## config.mk

```make
export PLATFORM = sky130hd
export DESIGN_NAME = gate_op_arbiter_flat
export DESIGN_NICKNAME = d
export VERILOG_FILES = /design/src/rtl/gate_op_arbiter_if.sv /design/src/rtl/gate_op_arbiter.sv /design/src/flat_wrapper.sv
export SDC_FILE = /design/constraint.sdc
export NUM_CORES = 1
export LEC_CHECK = 0
export CORE_MARGIN = 2
export CORE_UTILIZATION = 25
export DETAILED_ROUTE_END_ITERATION = 16
export GPL_ROUTABILITY_DRIVEN = 0
export HOLD_SLACK_MARGIN = 0.03
export PLACE_DENSITY = 0.57
export SLEW_MARGIN = 20
export SYNTH_ARGS = -nofsm -noshare
export SYNTH_HDL_FRONTEND = slang
export SYNTH_SLANG_ARGS = --single-unit
```

## constraint.sdc

```tcl
create_clock -name clk -period 1.6 [get_ports clk]
set_input_delay 0.32 -clock clk [delete_from_list [all_inputs] [get_ports clk]]
set_output_delay 0.32 -clock clk [all_outputs]
set_load 0.005 [all_outputs]
```

## src/rtl/gate_op_arbiter_if.sv

```systemverilog
// rtl/gate_op_arbiter_if.sv - request/operand/response bundle between two requesters and the gate-op arbiter
interface gate_op_arbiter_if #(
  parameter int WIDTH = 8
) ();
  logic [1:0]       req_i;
  logic [2:0]       op0_i;
  logic [2:0]       op1_i;
  logic [WIDTH-1:0] a0_i;
  logic [WIDTH-1:0] b0_i;
  logic [WIDTH-1:0] a1_i;
  logic [WIDTH-1:0] b1_i;
  logic [1:0]       gnt_o;
  logic             rsp_valid_o;
  logic             rsp_ready_i;
  logic             rsp_id_o;
  logic [WIDTH-1:0] y_o;
  logic             err_o;

  modport master (
    output req_i, op0_i, op1_i, a0_i, b0_i, a1_i, b1_i, rsp_ready_i,
    input  gnt_o, rsp_valid_o, rsp_id_o, y_o, err_o
  );

  modport slave (
    input  req_i, op0_i, op1_i, a0_i, b0_i, a1_i, b1_i, rsp_ready_i,
    output gnt_o, rsp_valid_o, rsp_id_o, y_o, err_o
  );
endinterface

```

## src/rtl/gate_op_arbiter.sv

```systemverilog
// rtl/gate_op_arbiter.sv - two-requester arbiter feeding a registered bitwise gate unit
// GATE_ARB_FIXED_PRIO_EN selects fixed priority (requester 0 wins ties) instead of round-robin.
module gate_op_arbiter #(
  parameter int WIDTH = 8
) (
  input  logic            clk,
  input  logic            rst_n,
  gate_op_arbiter_if.slave bus
);
  typedef enum logic [1:0] {S_IDLE, S_EXEC, S_DONE} state_t;

  state_t           r_state;
  logic [2:0]       r_op;
  logic [WIDTH-1:0] r_a;
  logic [WIDTH-1:0] r_b;
  logic             r_id;
  logic [1:0]       r_gnt;
  logic             r_rsp_valid;
  logic             r_rsp_id;
  logic [WIDTH-1:0] r_y;
  logic             r_err;

  logic             w_win;
  logic [2:0]       w_op;
  logic [WIDTH-1:0] w_a;
  logic [WIDTH-1:0] w_b;
  logic [WIDTH-1:0] w_y;
  logic             w_err;

`ifdef GATE_ARB_FIXED_PRIO_EN
  assign w_win = ~bus.req_i[0];
`else
  // r_last holds the index granted most recently; a tie goes to the other one
  logic r_last;
  assign w_win = (bus.req_i == 2'b11) ? ~r_last : bus.req_i[1];
`endif

  assign w_op = w_win ? bus.op1_i : bus.op0_i;
  assign w_a  = w_win ? bus.a1_i  : bus.a0_i;
  assign w_b  = w_win ? bus.b1_i  : bus.b0_i;

  always_comb begin
    w_y   = '0;
    w_err = 1'b0;
    case (r_op)
      3'd0:    w_y = r_a & r_b;
      3'd1:    w_y = r_a | r_b;
      3'd2:    w_y = ~r_a;
      3'd3:    w_y = ~(r_a & r_b);
      3'd4:    w_y = ~(r_a | r_b);
      3'd5:    w_y = r_a ^ r_b;
      3'd6:    w_y = ~(r_a ^ r_b);
      default: w_err = 1'b1;
    endcase
  end

  always_ff @(posedge clk or negedge rst_n) begin
    if (!rst_n) begin
      r_state     <= S_IDLE;
      r_op        <= '0;
      r_a         <= '0;
      r_b         <= '0;
      r_id        <= 1'b0;
      r_gnt       <= 2'b00;
      r_rsp_valid <= 1'b0;
      r_rsp_id    <= 1'b0;
      r_y         <= '0;
      r_err       <= 1'b0;
`ifndef GATE_ARB_FIXED_PRIO_EN
      r_last      <= 1'b1;
`endif
    end else begin
      r_gnt <= 2'b00;
      case (r_state)
        S_IDLE: begin
          if (|bus.req_i) begin
            r_op    <= w_op;
            r_a     <= w_a;
            r_b     <= w_b;
            r_id    <= w_win;
            r_gnt   <= w_win ? 2'b10 : 2'b01;
`ifndef GATE_ARB_FIXED_PRIO_EN
            r_last  <= w_win;
`endif
            r_state <= S_EXEC;
          end
        end
        S_EXEC: begin
          r_y         <= w_y;
          r_err       <= w_err;
          r_rsp_id    <= r_id;
          r_rsp_valid <= 1'b1;
          r_state     <= S_DONE;
        end
        S_DONE: begin
          if (bus.rsp_ready_i) begin
            r_rsp_valid <= 1'b0;
            r_state     <= S_IDLE;
          end
        end
        default: r_state <= S_IDLE;
      endcase
    end
  end

  assign bus.gnt_o       = r_gnt;
  assign bus.rsp_valid_o = r_rsp_valid;
  assign bus.rsp_id_o    = r_rsp_id;
  assign bus.y_o         = r_y;
  assign bus.err_o       = r_err;
endmodule

```

## src/flat_wrapper.sv

```systemverilog
// flat-port wrapper written by rule: the top's interface ports become plain ports
module gate_op_arbiter_flat 
#(
  parameter int WIDTH = 8
)
  (clk, rst_n, bus_req_i, bus_op0_i, bus_op1_i, bus_a0_i, bus_b0_i, bus_a1_i, bus_b1_i, bus_rsp_ready_i, bus_gnt_o, bus_rsp_valid_o, bus_rsp_id_o, bus_y_o, bus_err_o);
  gate_op_arbiter_if #(.WIDTH(WIDTH)) bus_i ();
  input  logic clk;
  input  logic rst_n;
  input wire logic [$bits(bus_i.req_i)-1:0] bus_req_i;
  input wire logic [$bits(bus_i.op0_i)-1:0] bus_op0_i;
  input wire logic [$bits(bus_i.op1_i)-1:0] bus_op1_i;
  input wire logic [$bits(bus_i.a0_i)-1:0] bus_a0_i;
  input wire logic [$bits(bus_i.b0_i)-1:0] bus_b0_i;
  input wire logic [$bits(bus_i.a1_i)-1:0] bus_a1_i;
  input wire logic [$bits(bus_i.b1_i)-1:0] bus_b1_i;
  input wire logic [$bits(bus_i.rsp_ready_i)-1:0] bus_rsp_ready_i;
  output wire logic [$bits(bus_i.gnt_o)-1:0] bus_gnt_o;
  output wire logic [$bits(bus_i.rsp_valid_o)-1:0] bus_rsp_valid_o;
  output wire logic [$bits(bus_i.rsp_id_o)-1:0] bus_rsp_id_o;
  output wire logic [$bits(bus_i.y_o)-1:0] bus_y_o;
  output wire logic [$bits(bus_i.err_o)-1:0] bus_err_o;
  assign bus_i.req_i = bus_req_i;
  assign bus_i.op0_i = bus_op0_i;
  assign bus_i.op1_i = bus_op1_i;
  assign bus_i.a0_i = bus_a0_i;
  assign bus_i.b0_i = bus_b0_i;
  assign bus_i.a1_i = bus_a1_i;
  assign bus_i.b1_i = bus_b1_i;
  assign bus_i.rsp_ready_i = bus_rsp_ready_i;
  assign bus_gnt_o = bus_i.gnt_o;
  assign bus_rsp_valid_o = bus_i.rsp_valid_o;
  assign bus_rsp_id_o = bus_i.rsp_id_o;
  assign bus_y_o = bus_i.y_o;
  assign bus_err_o = bus_i.err_o;
  gate_op_arbiter #(.WIDTH(WIDTH)) u_core (.clk(clk), .rst_n(rst_n), .bus(bus_i));
endmodule
```

# After elaboration in Yosys (flattened, before gate mapping)

Cells that the tools add are included.

Register bits: 36
Input port bits: 43
Output and inout port bits: 13

Equality and inequality tests: 11
Mux-type cells: 14
Bitwise gates (word level): 8
Reductions and logical operators: 8

Operators by type and width:

| operator                                             | count |
|---|---|
| one-hot mux 8 bit (7 select lines)                   | 1 |
| NOT 8 bit                                            | 4 |
| two-way mux 8 bit                                    | 2 |
| two-way mux 2 bit                                    | 5 |
| equality test 3 bit (second input constant)          | 3 |
| AND 8 bit                                            | 1 |
| OR 8 bit                                             | 1 |
| bitwise XOR 8 bit                                    | 1 |
| OR reduction 7 bit                                   | 1 |
| equality test 3 x 2 -> 1 bit (second input constant) | 2 |
| one-hot mux 2 bit (3 select lines)                   | 1 |
| AND reduction 2 bit                                  | 3 |
| equality test 2 bit (second input constant)          | 2 |
| equality test 3 x 1 -> 1 bit (second input constant) | 1 |
| zero test 3 bit                                      | 1 |
| two-way mux 1 bit                                    | 3 |
| two-way mux 3 bit                                    | 1 |
| equality test 2 x 1 -> 1 bit (second input constant) | 1 |
| zero test 2 bit                                      | 1 |
| != test 2 x 1 -> 1 bit (second input constant)       | 1 |
| != test 2 bit (second input constant)                | 1 |
| one-hot mux 1 bit (2 select lines)                   | 1 |
| nonzero test 2 bit                                   | 1 |
| OR reduction 2 bit                                   | 1 |
| NOT 1 bit                                            | 1 |

# Logic depth before layout (Yosys ltp)

Word-level depth: 5
Depth in mapped cells: 6
Depth with buffers taken out: 6

# Least setup slack after synthesis

Ideal clock, no wire load.

Kind: reg2reg
Start: register u_core.r_last
End: register u_core.r_b[0]
Arrival: 1.328 ns
Required time: 1.473 ns
Setup slack: 0.145 ns
Stages on the path, launching flop included: 7
Clock period less this slack: 1.455 ns
Cell sequence: dfstp_2 > a21boi_2 > and2_1 > buf_6 > buf_6 > a222oi_1 > inv_1

Longest elaborated chain between the ends: 3

Ends and longest elaborated chain:

| item                     | line                  | source |
|---|---|---|
| start: declaration       | gate_op_arbiter.sv:34 | `logic r_last;` |
| start signal: assignment | gate_op_arbiter.sv:83 | `r_last <= w_win;` |
| NOT 1 bit                | gate_op_arbiter.sv:35 | `assign w_win = (bus.req_i == 2'b11) ? ~r_last : bus.req_i[1];` |
| two-way mux 1 bit        | gate_op_arbiter.sv:35 |  |
| two-way mux 8 bit        | gate_op_arbiter.sv:40 | `assign w_b = w_win ? bus.b1_i : bus.b0_i;` |
| end signal: assignment   | gate_op_arbiter.sv:79 | `r_b <= w_b;` |
| end: declaration         | gate_op_arbiter.sv:15 | `logic [WIDTH-1:0] r_b;` |

Every way passes these cells.
A chain may end at the register's enable or synchronous reset.

# Worst setup path in the final report

Start: register u_core.r_y[0] (netlist: u_core.bus.y_o[0])
End: output bus_y_o[0]

RTL lines:

| item                     | line                  | source |
|---|---|---|
| start: declaration       | gate_op_arbiter.sv:20 | `logic [WIDTH-1:0] r_y;` |
| start signal: assignment | gate_op_arbiter.sv:89 | `r_y <= w_y;` |
| end: declaration         | flat_wrapper.sv:21    | `output wire logic [$bits(bus_i.y_o)-1:0] bus_y_o;` |

No word-level cell between the ends.

==> reports/metrics.cfg <==
[timing]
fin_worst_skew_ns=0.00582
hold_viol=0
fin_crit_sh_pct=93.6
finalCriticalPeriod_ns=1.50
worst_pin_slew_ns=0.383
rsz0062_at_grt=false
finalMaxSlewViolations=0
setup_viol=0
max_slew_margin_pct=74.4
max_freq_ghz=0.668
holdWs_ns=0.400

[yosys]
yosys.cell_count.top_type=inv_1
synth-seq-cells=36
synth_cell_types=36
synth_nets=289
yosysSeqAreaShare_pct=41.6
synthCells=230
synth_warnings=0
postSynthAreaPerCell_um2=9.43
yosys-top-cells-count=inv_1 (37), dfrtp_1 (35), nand2_1 (19), a222oi_1 (16), ha_1 (16)
async_reset_ff_share_pct=100
synth_area_um2=2170
synth_top_area_cell=dfrtp_1
synth_top_cell_area_share_pct=40.4
synth.area.top_cells=dfrtp_1 (40%), ha_1 (9.2%), a222oi_1 (7.4%)
synth_top_flop_cell=dfrtp_1
synth_edf_count=0

[detailed_routing]
remaining_drc_errors=0
vias=1893
drtAntennaViolNets=0
drt_iter0_markers=157
dr.pass1.iters=5
avgViaCountPerCell=4.76
wl_um=5240
post_drt_wl_per_cell_um=13.2

[power_and_ir_drop]
peakVddDrop_mv=0.587
power_frac_comb_pct=53.5
leakage_uw=0.00141
finalPower_uw=5610
cell_internal_pwr_uw=3350
p_per_area_nw_per_um2=1850
pwr-share-seq_pct=32.0
swShare_pct=40.3
power.share.clock_pct=14.5
power.switching_uw=2260

[finish]
ff_latch_area_um2=905
layout.cells.non_filler=398
syn_to_final_growth_pct=39.9
multi_input_area_um2=1040
layout.nets=351
nFillCells=840
layout-drive-gt1-share_pct=10.9
diodes=0
post-route-util_pct=36.6

[worst_setup_path]
crit_path_start_kind=flop
r2r_slack_ns=0.11
critPathCaptureType=output pin
required_ns=1.28
worstPathCellList=clkdlybuf4s50_1
reg2reg_to=u_core.bus.y_o[0]$_DFFE_PN0P_
max_stage_delay_ns=0.52
crit_arrival_ns=1.18
r2r-start=u_core.r_op[2]$_DFFE_PN0P_
path_buf_inv=1
reg2reg_depth=5
crit_type=reg -> out
path_delay_family=buffers and inverters
crit_slowest_cell=clkdlybuf4s50_1
path_max_fanout=2

[global_routing]
grt_pass1_wl_um=8870
antenna_found_initial=0
grt_util_all_layers_pct=11.4
grt_overflow=0
grt_start_max_net_pins=37
grt_pass1_vias=1814

[hold_path]
min_path_type=in -> async

[clock_tree]
hold_buffers=0
cts-root-buf=clkbuf_8
clk_pin_slew_worst_paths_ns=0.08
clock_sinks=36
cts_buffers=5
clock_latency_ns=0.29
htreeDepth=2
clockBufferDepth=2
post_cts_buffers=0
cts_tree=yes

[floorplan]
placeableCoreArea_um2=8300
die_area_um2=9440
die_w_um=97.2
num_rows=33
ioPinCount=56
die_h_um=97.2
initial_core_util_pct=26.1

[flow_run]
max-cap-violations=0

[place]
post-dp-hpwl_um=3920
io_buffers=55
dp_cells=390

[run_status]
status=completed

-- worst max-delay path by stage --
stage / to / cells past startpoint / startpoint / slack [ns]
6_report: bus_y_o[0] / 1 / u_core.bus.y_o[0]$_DFFE_PN0P_ / 0.10
3_5_place_dp: u_core.r_a[0]$_DFFE_PN0P_ / 6 / bus_req_i[1] / -0.18
3_3_place_gp: u_core.r_op[1]$_DFFE_PN0P_ / 6 / bus_req_i[1] / -0.13
2_1_floorplan: u_core.r_b[0]$_DFFE_PN0P_ / 6 / u_core.r_last$_DFFE_PN1P_ / 0.14
5_1_grt: u_core.bus.y_o[6]$_DFFE_PN0P_ / 7 / u_core.r_a[6]$_DFFE_PN0P_ / 0.01
4_1_cts: u_core.bus.y_o[0]$_DFFE_PN0P_ / 4 / u_core.r_op[1]$_DFFE_PN0P_ / 0.06
-- sequential cells by signal, summed over array words and instances, names as in the netlist --
name                    flops
u_core.bus.y_o              8
u_core.bus.gnt_o            2
u_core.r_a                  8
u_core.r_b                  8
u_core.r_state              2
u_core.bus.rsp_valid_o      1
u_core.r_op                 3
u_core.bus.rsp_id_o         1
u_core.r_id                 1
u_core.r_last               1
u_core.bus.err_o            1
-- layout by cell type, fill, tap and decap left out, types with 2 or more instances in the layout --
cell              n
clkdlybuf4s50_1  55
inv_1            37
dfrtp_1          33
nand2_1          19
a222oi_1         16
ha_1             16
a21oi_1          15
buf_4            13
o21ai_0          10
nor2_1            7
o211ai_1          7
a32oi_1           6
mux2i_1           5
a211o_1           5
clkbuf_8          5
o21ai_1           4
a211oi_1          4
nand2b_1          3
buf_12            3
and2_1            2
and2b_1           2
nand3_1           2
nor2b_1           2
a221o_1           2
a21o_1            2
dfrtp_2           2
-- power groups by stage --
stage | combinational (uW) | clock, uW | sequential, uW
final | 3000 | 816 | 1800
after global routing | 3360 | 875 | 1870
after CTS | 3020 | 846 | 1790
after detailed placement | 2980 | 0 | 1800
after global placement | 2910 | 0 | 1800
after floorplan | 2010 | 0 | 1630
-- layout make-up --
cell class	instances	area share, %
clock buffers	5	2.27
inverters	38	4.70
well taps	105	4.33
repair buffers	71	23.3
flip-flops and latches	36	29.8
multi-input cells	140	34.1
clock inverters	3	1.40
-- stage by stage --
stage	TNS, ns	cell area, um2	setup slack, ns
global route	0	3030	0.0111
detailed placement	-2.41	2910	-0.181
floorplan	0	2170	0.145
finish	0	3030	0.102
CTS	0	3030	0.0586
global placement	-1.75	2910	-0.132
-- cells by family after synthesis --
family	Yosys count	synth area share, %
flip-flops	36	41.6
AND/OR/NAND/NOR	42	9.40
adder cells (fa/ha/maj)	16	9.23
buffers and inverters	54	11.1
multiplexers	5	2.31
AO/OA/AOI/OAI	77	26.4
-- repair_timing --
item                       CTS  global route
resized for setup            2             3
setup endpoints to repair    1             8
pin swaps                    0             2
-- routing by layer --
metal / track usage [%] / part of all wire, % / vias to the layer above
li1: - / - / 957
met1: 17.1 / 50 / 863
met2: 16.2 / 42 / 67
met3: 2.30 / 5.9 / 6
met4: 3.58 / 1.4 / 0
met5: 0 / 0 / -
Note: power is estimated with default switching activity, not from simulation.
